==> config.mk <==
export PLATFORM = sky130hd
export DESIGN_NAME = imm_stage_ctrl
export DESIGN_NICKNAME = d
export VERILOG_FILES = /design/src/rtl/imm_stage_ctrl.sv
export SDC_FILE = /design/constraint.sdc
export NUM_CORES = 1
export LEC_CHECK = 0
export CORE_ASPECT_RATIO = 1.1
export CORE_MARGIN = 3
export CORE_UTILIZATION = 44
export CTS_CLUSTER_DIAMETER = 60
export DETAILED_ROUTE_END_ITERATION = 16
export GPL_TIMING_DRIVEN = 0
export HOLD_SLACK_MARGIN = 0.02
export PLACE_DENSITY = 0.76
export SLEW_MARGIN = 20
export SYNTH_ARGS = -nofsm -noshare
export SYNTH_HDL_FRONTEND = slang
export SYNTH_SLANG_ARGS = --single-unit
==> constraint.sdc <==
create_clock -name clk_i -period 1.85 [get_ports clk_i]
set_input_delay 0.37 -clock clk_i [delete_from_list [all_inputs] [get_ports clk_i]]
set_output_delay 0.37 -clock clk_i [all_outputs]
set_load 0.05 [all_outputs]
==> src/rtl/imm_stage_ctrl.sv <==
// Purpose: decode-stage immediate slicer plus two-entry skid buffer feeding ID/EX.
// Latency: one cycle from accept to out_* when the buffer is empty; one instruction per cycle.
// Backpressure: a stall parks the in-flight word in the skid entry; in_ready_o drops after the edge that fills the buffer.
//
// Ports:
//   clk_i, rst_n_i            pipeline clock, async active-low reset
//   flush_i                   discards buffered and incoming instructions
//   in_valid_i/in_ready_o     IF/ID handshake (in_ready_o registered), in_instr_i word
//   ext_imm_o/ext_type_o      field and opcode to the sign extender; ext_imm_i its result
//   out_valid_o/out_ready_i   ID/EX handshake; out_instr_o, out_imm_o, out_illegal_o head entry
//   stall_cnt_o               saturating count of stalled head cycles
module imm_stage_ctrl #(
  parameter int XLEN = 32
) (
  input  logic            clk_i,
  input  logic            rst_n_i,
  input  logic            flush_i,
  input  logic            in_valid_i,
  input  logic [XLEN-1:0] in_instr_i,
  output logic            in_ready_o,
  output logic [11:0]     ext_imm_o,
  output logic [6:0]      ext_type_o,
  input  logic [XLEN-1:0] ext_imm_i,
  output logic            out_valid_o,
  output logic [XLEN-1:0] out_instr_o,
  output logic [XLEN-1:0] out_imm_o,
  output logic            out_illegal_o,
  input  logic            out_ready_i,
  output logic [15:0]     stall_cnt_o
);

  localparam logic [1:0] ST_EMPTY = 2'd0;
  localparam logic [1:0] ST_ONE   = 2'd1;
  localparam logic [1:0] ST_FULL  = 2'd2;

  localparam logic [6:0] OP_LOAD  = 7'b0000011;
  localparam logic [6:0] OP_IMM   = 7'b0010011;
  localparam logic [6:0] OP_JALR  = 7'b1100111;
  localparam logic [6:0] OP_STORE = 7'b0100011;
  localparam logic [6:0] OP_BRNCH = 7'b1100011;
  localparam logic [6:0] OP_REG   = 7'b0110011;

  logic [1:0]      state_q;
  logic [1:0]      state_d;
  logic            in_ready_q;

  // Entry 0 is the head driven onto out_*, entry 1 is the skid slot.
  logic [XLEN-1:0] head_instr_q;
  logic [XLEN-1:0] head_imm_q;
  logic            head_ill_q;
  logic [XLEN-1:0] skid_instr_q;
  logic [XLEN-1:0] skid_imm_q;
  logic            skid_ill_q;

  logic [15:0]     stall_cnt_q;

  logic [6:0]      opcode;
  logic            in_illegal;
  logic            accept;
  logic            deliver;
  logic            load_head_in;
  logic            load_head_skid;
  logic            load_skid_in;

  // ---------------------------------------------------------------------
  // Immediate field slicing toward the extender
  // ---------------------------------------------------------------------
  assign opcode     = in_instr_i[6:0];
  assign ext_type_o = opcode;

  always_comb begin
    ext_imm_o  = 12'h000;
    in_illegal = 1'b0;
    case (opcode)
      OP_LOAD, OP_IMM, OP_JALR: ext_imm_o = in_instr_i[31:20];
      OP_STORE:                 ext_imm_o = {in_instr_i[31:25], in_instr_i[11:7]};
      OP_BRNCH:                 ext_imm_o = {in_instr_i[31], in_instr_i[7],
                                             in_instr_i[30:25], in_instr_i[11:8]};
      OP_REG:                   ext_imm_o = 12'h000;
      default:                  in_illegal = 1'b1;
    endcase
  end

  // ---------------------------------------------------------------------
  // Handshakes and buffer FSM
  // ---------------------------------------------------------------------
  assign out_valid_o = (state_q != ST_EMPTY);
  assign in_ready_o  = in_ready_q;

  assign accept  = in_valid_i && in_ready_q && !flush_i;
  assign deliver = out_valid_o && out_ready_i;

  always_comb begin
    state_d        = state_q;
    load_head_in   = 1'b0;
    load_head_skid = 1'b0;
    load_skid_in   = 1'b0;
    if (flush_i) begin
      // Flush wins over any same-cycle accept or deliver.
      state_d = ST_EMPTY;
    end else begin
      case (state_q)
        ST_EMPTY: begin
          if (accept) begin
            state_d      = ST_ONE;
            load_head_in = 1'b1;
          end
        end
        ST_ONE: begin
          if (accept && deliver) begin
            load_head_in = 1'b1;
          end else if (accept) begin
            state_d      = ST_FULL;
            load_skid_in = 1'b1;
          end else if (deliver) begin
            state_d = ST_EMPTY;
          end
        end
        ST_FULL: begin
          // in_ready_o is low here, so only a deliver can happen.
          if (deliver) begin
            state_d        = ST_ONE;
            load_head_skid = 1'b1;
          end
        end
        default: state_d = ST_EMPTY;
      endcase
    end
  end

  always_ff @(posedge clk_i or negedge rst_n_i) begin
    if (!rst_n_i) begin
      state_q    <= ST_EMPTY;
      in_ready_q <= 1'b1;
    end else begin
      state_q    <= state_d;
      // Registered ready follows the next state so it is valid right after the edge.
      in_ready_q <= (state_d != ST_FULL);
    end
  end

  // ---------------------------------------------------------------------
  // Entry storage
  // ---------------------------------------------------------------------
  always_ff @(posedge clk_i or negedge rst_n_i) begin
    if (!rst_n_i) begin
      head_instr_q <= '0;
      head_imm_q   <= '0;
      head_ill_q   <= 1'b0;
    end else if (load_head_in) begin
      head_instr_q <= in_instr_i;
      head_imm_q   <= ext_imm_i;
      head_ill_q   <= in_illegal;
    end else if (load_head_skid) begin
      head_instr_q <= skid_instr_q;
      head_imm_q   <= skid_imm_q;
      head_ill_q   <= skid_ill_q;
    end
  end

  always_ff @(posedge clk_i or negedge rst_n_i) begin
    if (!rst_n_i) begin
      skid_instr_q <= '0;
      skid_imm_q   <= '0;
      skid_ill_q   <= 1'b0;
    end else if (load_skid_in) begin
      skid_instr_q <= in_instr_i;
      skid_imm_q   <= ext_imm_i;
      skid_ill_q   <= in_illegal;
    end
  end

  assign out_instr_o   = head_instr_q;
  assign out_imm_o     = head_imm_q;
  assign out_illegal_o = head_ill_q;

  // ---------------------------------------------------------------------
  // Stall counter: saturating, survives flush
  // ---------------------------------------------------------------------
  always_ff @(posedge clk_i or negedge rst_n_i) begin
    if (!rst_n_i) begin
      stall_cnt_q <= 16'h0000;
    end else if (out_valid_o && !out_ready_i && (stall_cnt_q != 16'hFFFF)) begin
      stall_cnt_q <= stall_cnt_q + 16'h0001;
    end
  end

  assign stall_cnt_o = stall_cnt_q;

endmodule

==> results.md, run 1 <==
- The area inside the core boundary is between 0.01 and 0.015 mm^2.
- The count of max-cap constraint violations is 0.
- The routed layout has 5,237 vias.
- The number of failing setup endpoints in the final timing report is 11.
- The routability congestion estimate is 0.836.
- The average wire length per cell after detail routing is 18.3 um.
- The data required time of the worst path is 1.48 ns.
- The hold violation total from the final report is 0.
- The final-stage net count is 839.
- Before antenna repair, the detailed router went through 7 iterations.
- The analysis attributes to cell leakage a power of 4.69 nW.
- The worst setup path is of the in -> out kind.
- The fraction of registers with async set or reset after synthesis is 100%.
- Once placement completed, the tool counted placed cells totaling 917.
- The commonest register cell after synthesis is dfrtp_1.
- The worst supply voltage drop on vdd is 0.907 mV.
- The width of the die is 122 um.
- The post-route clock period utilization is 104%.
- The gate count of the mapped netlist is roughly 560.
- The checks that failed: setup timing.
- The die area is 0.0163 mm^2.
- The category of the worst setup path capture point is an output pin.
- The share of layout cells above drive strength 1 is 29.1%.
- The initial antenna violation count came to 0.
- The TritonCTS clock tree is yes.
- Clock-pin slew was measured on the worst setup and hold paths at 0.05 ns.
- The average instance in the mapped netlist occupies 11.6 um^2.
- Entering global routing, the biggest net connects 77 pins.
- The worst slack after detailed placement is -1.37 ns.
- The number of library cell types mapped by synthesis is 46.
- The post-synth net total is 629.
- Counting the fill cells in the layout gives 1,119.
- CTS placed an instance of clkbuf_16 at the clock tree root.
- The number of global-route vias before repair was 5,486.
- In this run the tool buffered the top-level ports with 169 buffer cells.
- The count of nets left with antenna violations once routing finished came out at 0.
- Row generation in the floorplan step produced between 40 and 50 rows.
- Sequential cells were found to cover 57.4% of the synthesized design area.
- The total detailed-routing wirelength is 17,700 um.
- Dividing total power by cell area gives a power density of 1160 mW/mm^2.
- The worst endpoint data arrival time is about 1.6 ns.
- Along the worst hold path, the cell count comes to 3.
- The slew at the pin with the worst max-slew slack is 0.560 ns.
- The worst reg2reg path depth is 6.
- Setup repair after global routing could not meet its margin everywhere.
- After routing, the total negative slack on setup checks comes to -0.598 ns.
- The mean number of vias per cell is 5.40.
- Buffers inserted during clock tree synthesis total 17.
- The class of the worst hold path is in -> reg.
- In this run the number of H-tree levels came out at 4.
- The deepest clock path buffer count is 2.
- The headroom to the max-slew limit is 62.4%.
- Setup slack on the critical path of the routed design comes to -0.0825 ns.
- After detailed routing, the number of remaining DRC violations is 0.
- The count of final max-slew check failures came to 0.
- For this block, the initial DRC count from the detailed router was 395.
- STA classifies the critical path startpoint as an input pin.
- The number of flops mapped to enable cells by yosys is 0.
- The growth of design area from synthesis to finish is 46.9%.
- In the layout the commonest cells are dfrtp_1 (132), dlygate4sd2_1 (85), nand2_1 (73).
- The first global-routing pass estimated approximately 29,000 um of wire.
- Along the worst path, the maximum fanout reaches 6.
- The worst clock skew is between 0.006 and 0.007 ns.
- The filler-free cell count of the finished design is 970.
- The post-layout utilization of the core is 67.6%.
- The flow ran to the end, but the final reports show violations.
- For the worst-skew pair, the clock arrives at the later sink with an insertion delay of 0.41 ns.
- Leaving out fill and tap cells, the most frequent cell in the layout is dfrtp_1.
- The Yosys warning count is 0.
- Static timing analysis puts the maximum clock frequency at 0.517 GHz.
- The top-level port count is 171.
- The time the final worst path needs with I/O delays and setup is 1.93 ns.
- The number of clock sinks is 149.
- The summed instance area of the synthesized netlist is 0.00650 mm^2.
- The HPWL after detailed placement is around 12,000 um.
- The number of synthesized register bits is 149.
- The total overflow left after global routing is 0.
- The die is 134 um tall.
- Across every metal layer, demand over resource in global routing totals between 20 and 25%.
- The initial core utilization is 46.0%.
==> critical path, cell delays in order <==
cell and delay, ns:
buf_8 0.10, nand3b_1 0.10, buf_6 0.15, nor3_4 0.06, clkbuf_8 0.15, a222oi_1 0.37
inv_2 0.10, buf_8 0.16
==> where the power goes <==
group	leakage, nW	internal (mW)	switching (mW)
registers	1.83	4.03	0.463
logic	2.54	1.07	1.88
clock network	0.316	2.37	1.28
==> worst paths after layout <==
path | from | to | slack, ns
min reg2reg | skid_imm_q[3] | out_imm_o[3] | 0.48
min in group asynchronous | rst_n_i | out_imm_o[0] | 0.51
max reg2reg | state_q[0] | out_instr_o[6] | 0.09
max in group asynchronous | rst_n_i | stall_cnt_o[13] | 0.56
max | in_instr_i[0] | ext_imm_o[0] | -0.08
min | in_instr_i[0] | out_instr_o[0] | 0.20
==> synth_stat cells (all sizes together) (7+ instances only) <==
cell type | n | area, um^2
a22oi | 59 | 443
buf | 34 | 196
nor2 | 7 | 28.8
nand3 | 62 | 310
nand4 | 7 | 56.3
xor2 | 14 | 123
clkbuf | 10 | 38.8
nor3 | 13 | 65.1
dfrtp | 148 | 3700
o21ai | 7 | 35.0
mux2 | 65 | 747
nor4 | 7 | 65.1
inv | 9 | 33.8
nand2 | 74 | 278
==> state kept, by name, summed over array words and instances (netlist names) <==
register,count
in_ready_o,1
out_illegal_o,1
out_imm_o,32
out_instr_o,32
skid_ill_q,1
skid_imm_q,32
skid_instr_q,32
stall_cnt_o,16
state_q,2
==> what timing repair did <==
| action | 4_1_cts | 5_1_grt |
|---|---|---|
| setup buffers | 17 | 6 |
| pin swaps | 18 | 14 |
| gates resized for setup | 243 | 42 |
| endpoints found under the setup margin | 174 | 127 |
| hold buffers | 1 | 0 |
| gates cloned | 1 | 0 |
| endpoints found under the hold margin | 73 | 0 |
==> metal layers <==
layer	GRT usage (%)	up-vias	wire length (um)
li1	-	2439	-
met5	0	-	0
met1	28.4	2609	7310
met2	36.6	162	8880
met4	9.09	0	352
met3	5.86	27	1170
==> metrics by stage <==
stage               power [mW]  hold WS [ns]  instance area [um^2]
floorplan                 6.43        0.0744                  6630
global placement          7.54         0.465                  8560
detailed placement        7.66         0.373                  8590
CTS                       11.1         0.177                  9420
global route              11.6         0.189                  9550
finish                    11.1         0.202                  9550
==> layout make-up <==
cell class | instances | area [um^2] | area share (%)
Sequential cell | 149 | 3750 | 39.3
Multi-Input combinational cell | 357 | 2640 | 27.7
Timing Repair Buffer | 195 | 1970 | 20.6
Clock buffer | 25 | 526 | 5.50
Buffer | 40 | 284 | 2.97
Tap cell | 188 | 235 | 2.46
Clock inverter | 6 | 113 | 1.18
Inverter | 9 | 33.8 | 0.354
Antenna cell | 1 | 2.50 | 0.0262
==> cell families after synthesis <==
family                     Yosys count  synth area share [%]
muxes                               68                  11.9
buffers and inverters               53                  4.14
xor gates and xnor gates            15                  2.02
AOI/OAI and AO/OA                   87                  10.2
and+or+nand+nor                    186                  14.2
adders and majority gates            1                 0.192
DFF                                149                  57.4
Power figures use the tool's default switching activity.
==> run 2, diff against run 1 <==
CORE_MARGIN = default   (was 3)
==> run 2 against run 1 <==
  * The run still ends with setup timing left
  * Worst hold slack got worse by 0.013 ns
  * First-iteration DRC count fell by 16%
  * Global-route usage rose by 1.5 points
  * Critical path type unchanged
  * Largest power group unchanged
  * Die area fell by 6.2%
  * Largest cell class unchanged
  * Highest routed layer unchanged
==> results.md, run 2 (synthesis gave the netlist of run 1 again) <==
- The run finished, with violations left.
- The final reports fail on setup timing.
- The wire length of the first global-routing pass is 28,500 um (-0.46%).
- The total detailed-routing wirelength is 17,400 um (-1.6%).
- The global-route congestion overflow total came to 0 (unchanged).
- The post-layout utilization of the core came to 65.3% (-2.3 points).
- The count of port buffers added during placement came to 169 (unchanged).
- The final critical-path setup slack is -0.0657 ns (+0.0167 ns).
- The initial antenna violation count came to 0 (unchanged).
- The deepest clock path buffer count is 2 (unchanged).
- The initial core utilization is 45.0% (-1.0 points).
- The width of the die is 118 um (-3.3%).
- The setup slack of the most critical reg-to-reg path is 0.08 ns (about the same).
- The most frequent standard cell in the layout excluding fill and tap cells is dfrtp_1.
- The hold violation total from the final report was 0 (unchanged).
- The final-stage net count is 836 (-0.36%).
- The standard cell area after detailed placement is 0.00860 mm^2 (about the same).
- Relative to the synthesized area, the layout overhead comes to 45.1%.
- The met3 wire length was 1010 um (-13%).
- The die area came to 0.0153 mm^2 (-6.2%).
- The filler-free cell count of the finished design is 971 (+0.10%).
- The placed instance count is 921 (+0.44%).
- The clock slew seen by the registers of the worst setup and hold paths is 0.06 ns (about the same).
- The met2 wire length was 8810 um (-0.73%).
- The area inside the core boundary came to 0.0144 mm^2 (+2.2%).
- The maximum number of pins on one net before global-route repair was 81 (+5.2%).
- The total negative setup slack came to -0.364 ns (+0.234 ns).
- The tightest hold margin is 0.190 ns (-0.0129 ns).
- The number of failing setup endpoints in the final timing report was 11 (unchanged).
- The worst slack after detailed placement came to -1.41 ns (-0.0393 ns).
- The mean number of vias per cell was 5.45 (+0.97%).
- The type of the worst setup path is in -> out.
- TritonCTS built the clock tree.
- The worst supply voltage drop on vdd is 0.953 mV (+5.0%).
- The number of clock sinks is 149 (unchanged).
- Clock tree synthesis selected as its root buffer the cell clkbuf_16.
- The worst-path maximum fanout was 4 (-2).
- The number of buffers created by CTS is 17 (unchanged).
- The power density relative to cell area is 1160 mW/mm^2 (-0.39%).
- The met1 wire length is 7220 um (-1.1%).
- The first-pass detailed-route iteration total is 4 (-3).
- The data required time of the worst path was 1.48 ns (about the same).
- The achievable clock frequency was 0.522 GHz (+0.87%).
- The number of global-route vias before repair came to 5,570 (+1.5%).
- The count of max-cap constraint violations is 0 (unchanged).
- The clock latency reported for the late side of the worst-skew pair was 0.42 ns (about the same).
- The post-route clock period utilization is 104% (-0.90 points).
- The worst clock skew is 0.00811 ns (+0.00161 ns).
- The time the final worst path needs with I/O delays and setup is 1.92 ns (-0.0167 ns).
- The HPWL after detailed placement was 12,000 um (-2.0%).
- The final instance area came to 0.00943 mm^2 (-1.3%).
- After detailed routing, no signal wire sits above met4.
- The routability congestion estimate is 0.786 (-6.0%).
- The worst setup path is launched from an input pin.
- The average wire length per cell after detail routing is 17.9 um (-1.7%).
- The headroom to the max-slew limit is 63.2% (+0.83 points).
- Setup repair after global routing could not meet its margin everywhere.
- The worst endpoint data arrival time is 1.55 ns (about the same).
- The total number of vias came to 5,293 (+1.1%).
- The slew at the pin with the worst max-slew slack is 0.550 ns (-0.00994 ns).
- The number of antenna cells inserted was 0 (-1).
- The share of layout cells above drive strength 1 came to 29.0% (-0.054 points).
- The category of the worst setup path capture point is an output pin.
- The vertical die dimension was 130 um (-3.0%).
- The floorplan row count is 46 (+2.2%).
- The leakage power came to 4.62 nW (-1.6%).
- The count of unresolved DRC violations after routing came to 0 (unchanged).
- The total routing usage reported by global routing came to 24.0% (+1.5 points).
- The count of final max-slew check failures is 0 (unchanged).
- The number of cells on the worst hold path is 2 (-1).
- The top-level port count is 171 (unchanged).
- In the layout the commonest cells are dfrtp_1 (132), dlygate4sd2_1 (85), nand2_1 (73).
- The worst reg2reg path depth is 6 (unchanged).
- The level count of the clock H-tree was 4 (unchanged).
- The number of nets with antenna violations after detailed routing was 0 (unchanged).
- The total power consumption of the routed design came to 10.9 mW (-1.6%).
- The violation count after the first detailed-route iteration is 330 (-16%).
- The class of the worst hold path is in -> reg.
## run 2: what timing repair did
item	4_1_cts	5_1_grt
pin swaps	17	9
hold buffers	1	0
cloned	1	0
setup buffers	14	2
endpoints found under the hold margin	68	0
gates resized for setup	241	39
endpoints found under the setup margin	173	116
## run 2: final timing paths
path                                   end            start
hold / removal             skid_instr_q[1]    in_instr_i[1]
hold reg to reg            skid_instr_q[2]  skid_instr_q[2]
max in group asynchronous    out_imm_o[27]          rst_n_i
min in group asynchronous    skid_imm_q[3]          rst_n_i
setup reg to reg            out_instr_o[6]       in_ready_o
setup / recovery              ext_imm_o[0]    in_instr_i[7]
## run 2: area by class of cell
class / count / area (um^2)
fill: 1167 / 5010
sequential: 149 / 3750
multi-input combinational: 357 / 2650
timing repair buffer: 188 / 1870
clock buffer: 20 / 437
buffer: 44 / 299
tap: 192 / 240
clock inverter: 12 / 156
inverter: 9 / 33.8
## run 2: critical path: stages
cell	delay [ns]
clkdlybuf4s50_1	0.55
a222oi_1	0.38
inv_2	0.08
buf_6	0.16
## run 2: routing by layer
layer / vias up / global-route usage (%)
met3: 34 / 7.66
met4: 0 / 10.4
met2: 165 / 40.1
li1: 2441 / -
met1: 2653 / 28.6
met5: - / 0
## run 2: where the power goes
group	internal [mW]	switching, mW	total, mW	leakage (nW)
Sequential	4.03	0.460	4.49	1.83
Combinational	1.07	1.88	2.95	2.51
Clock	2.12	1.36	3.48	0.277
Total	7.22	3.70	10.9	4.62
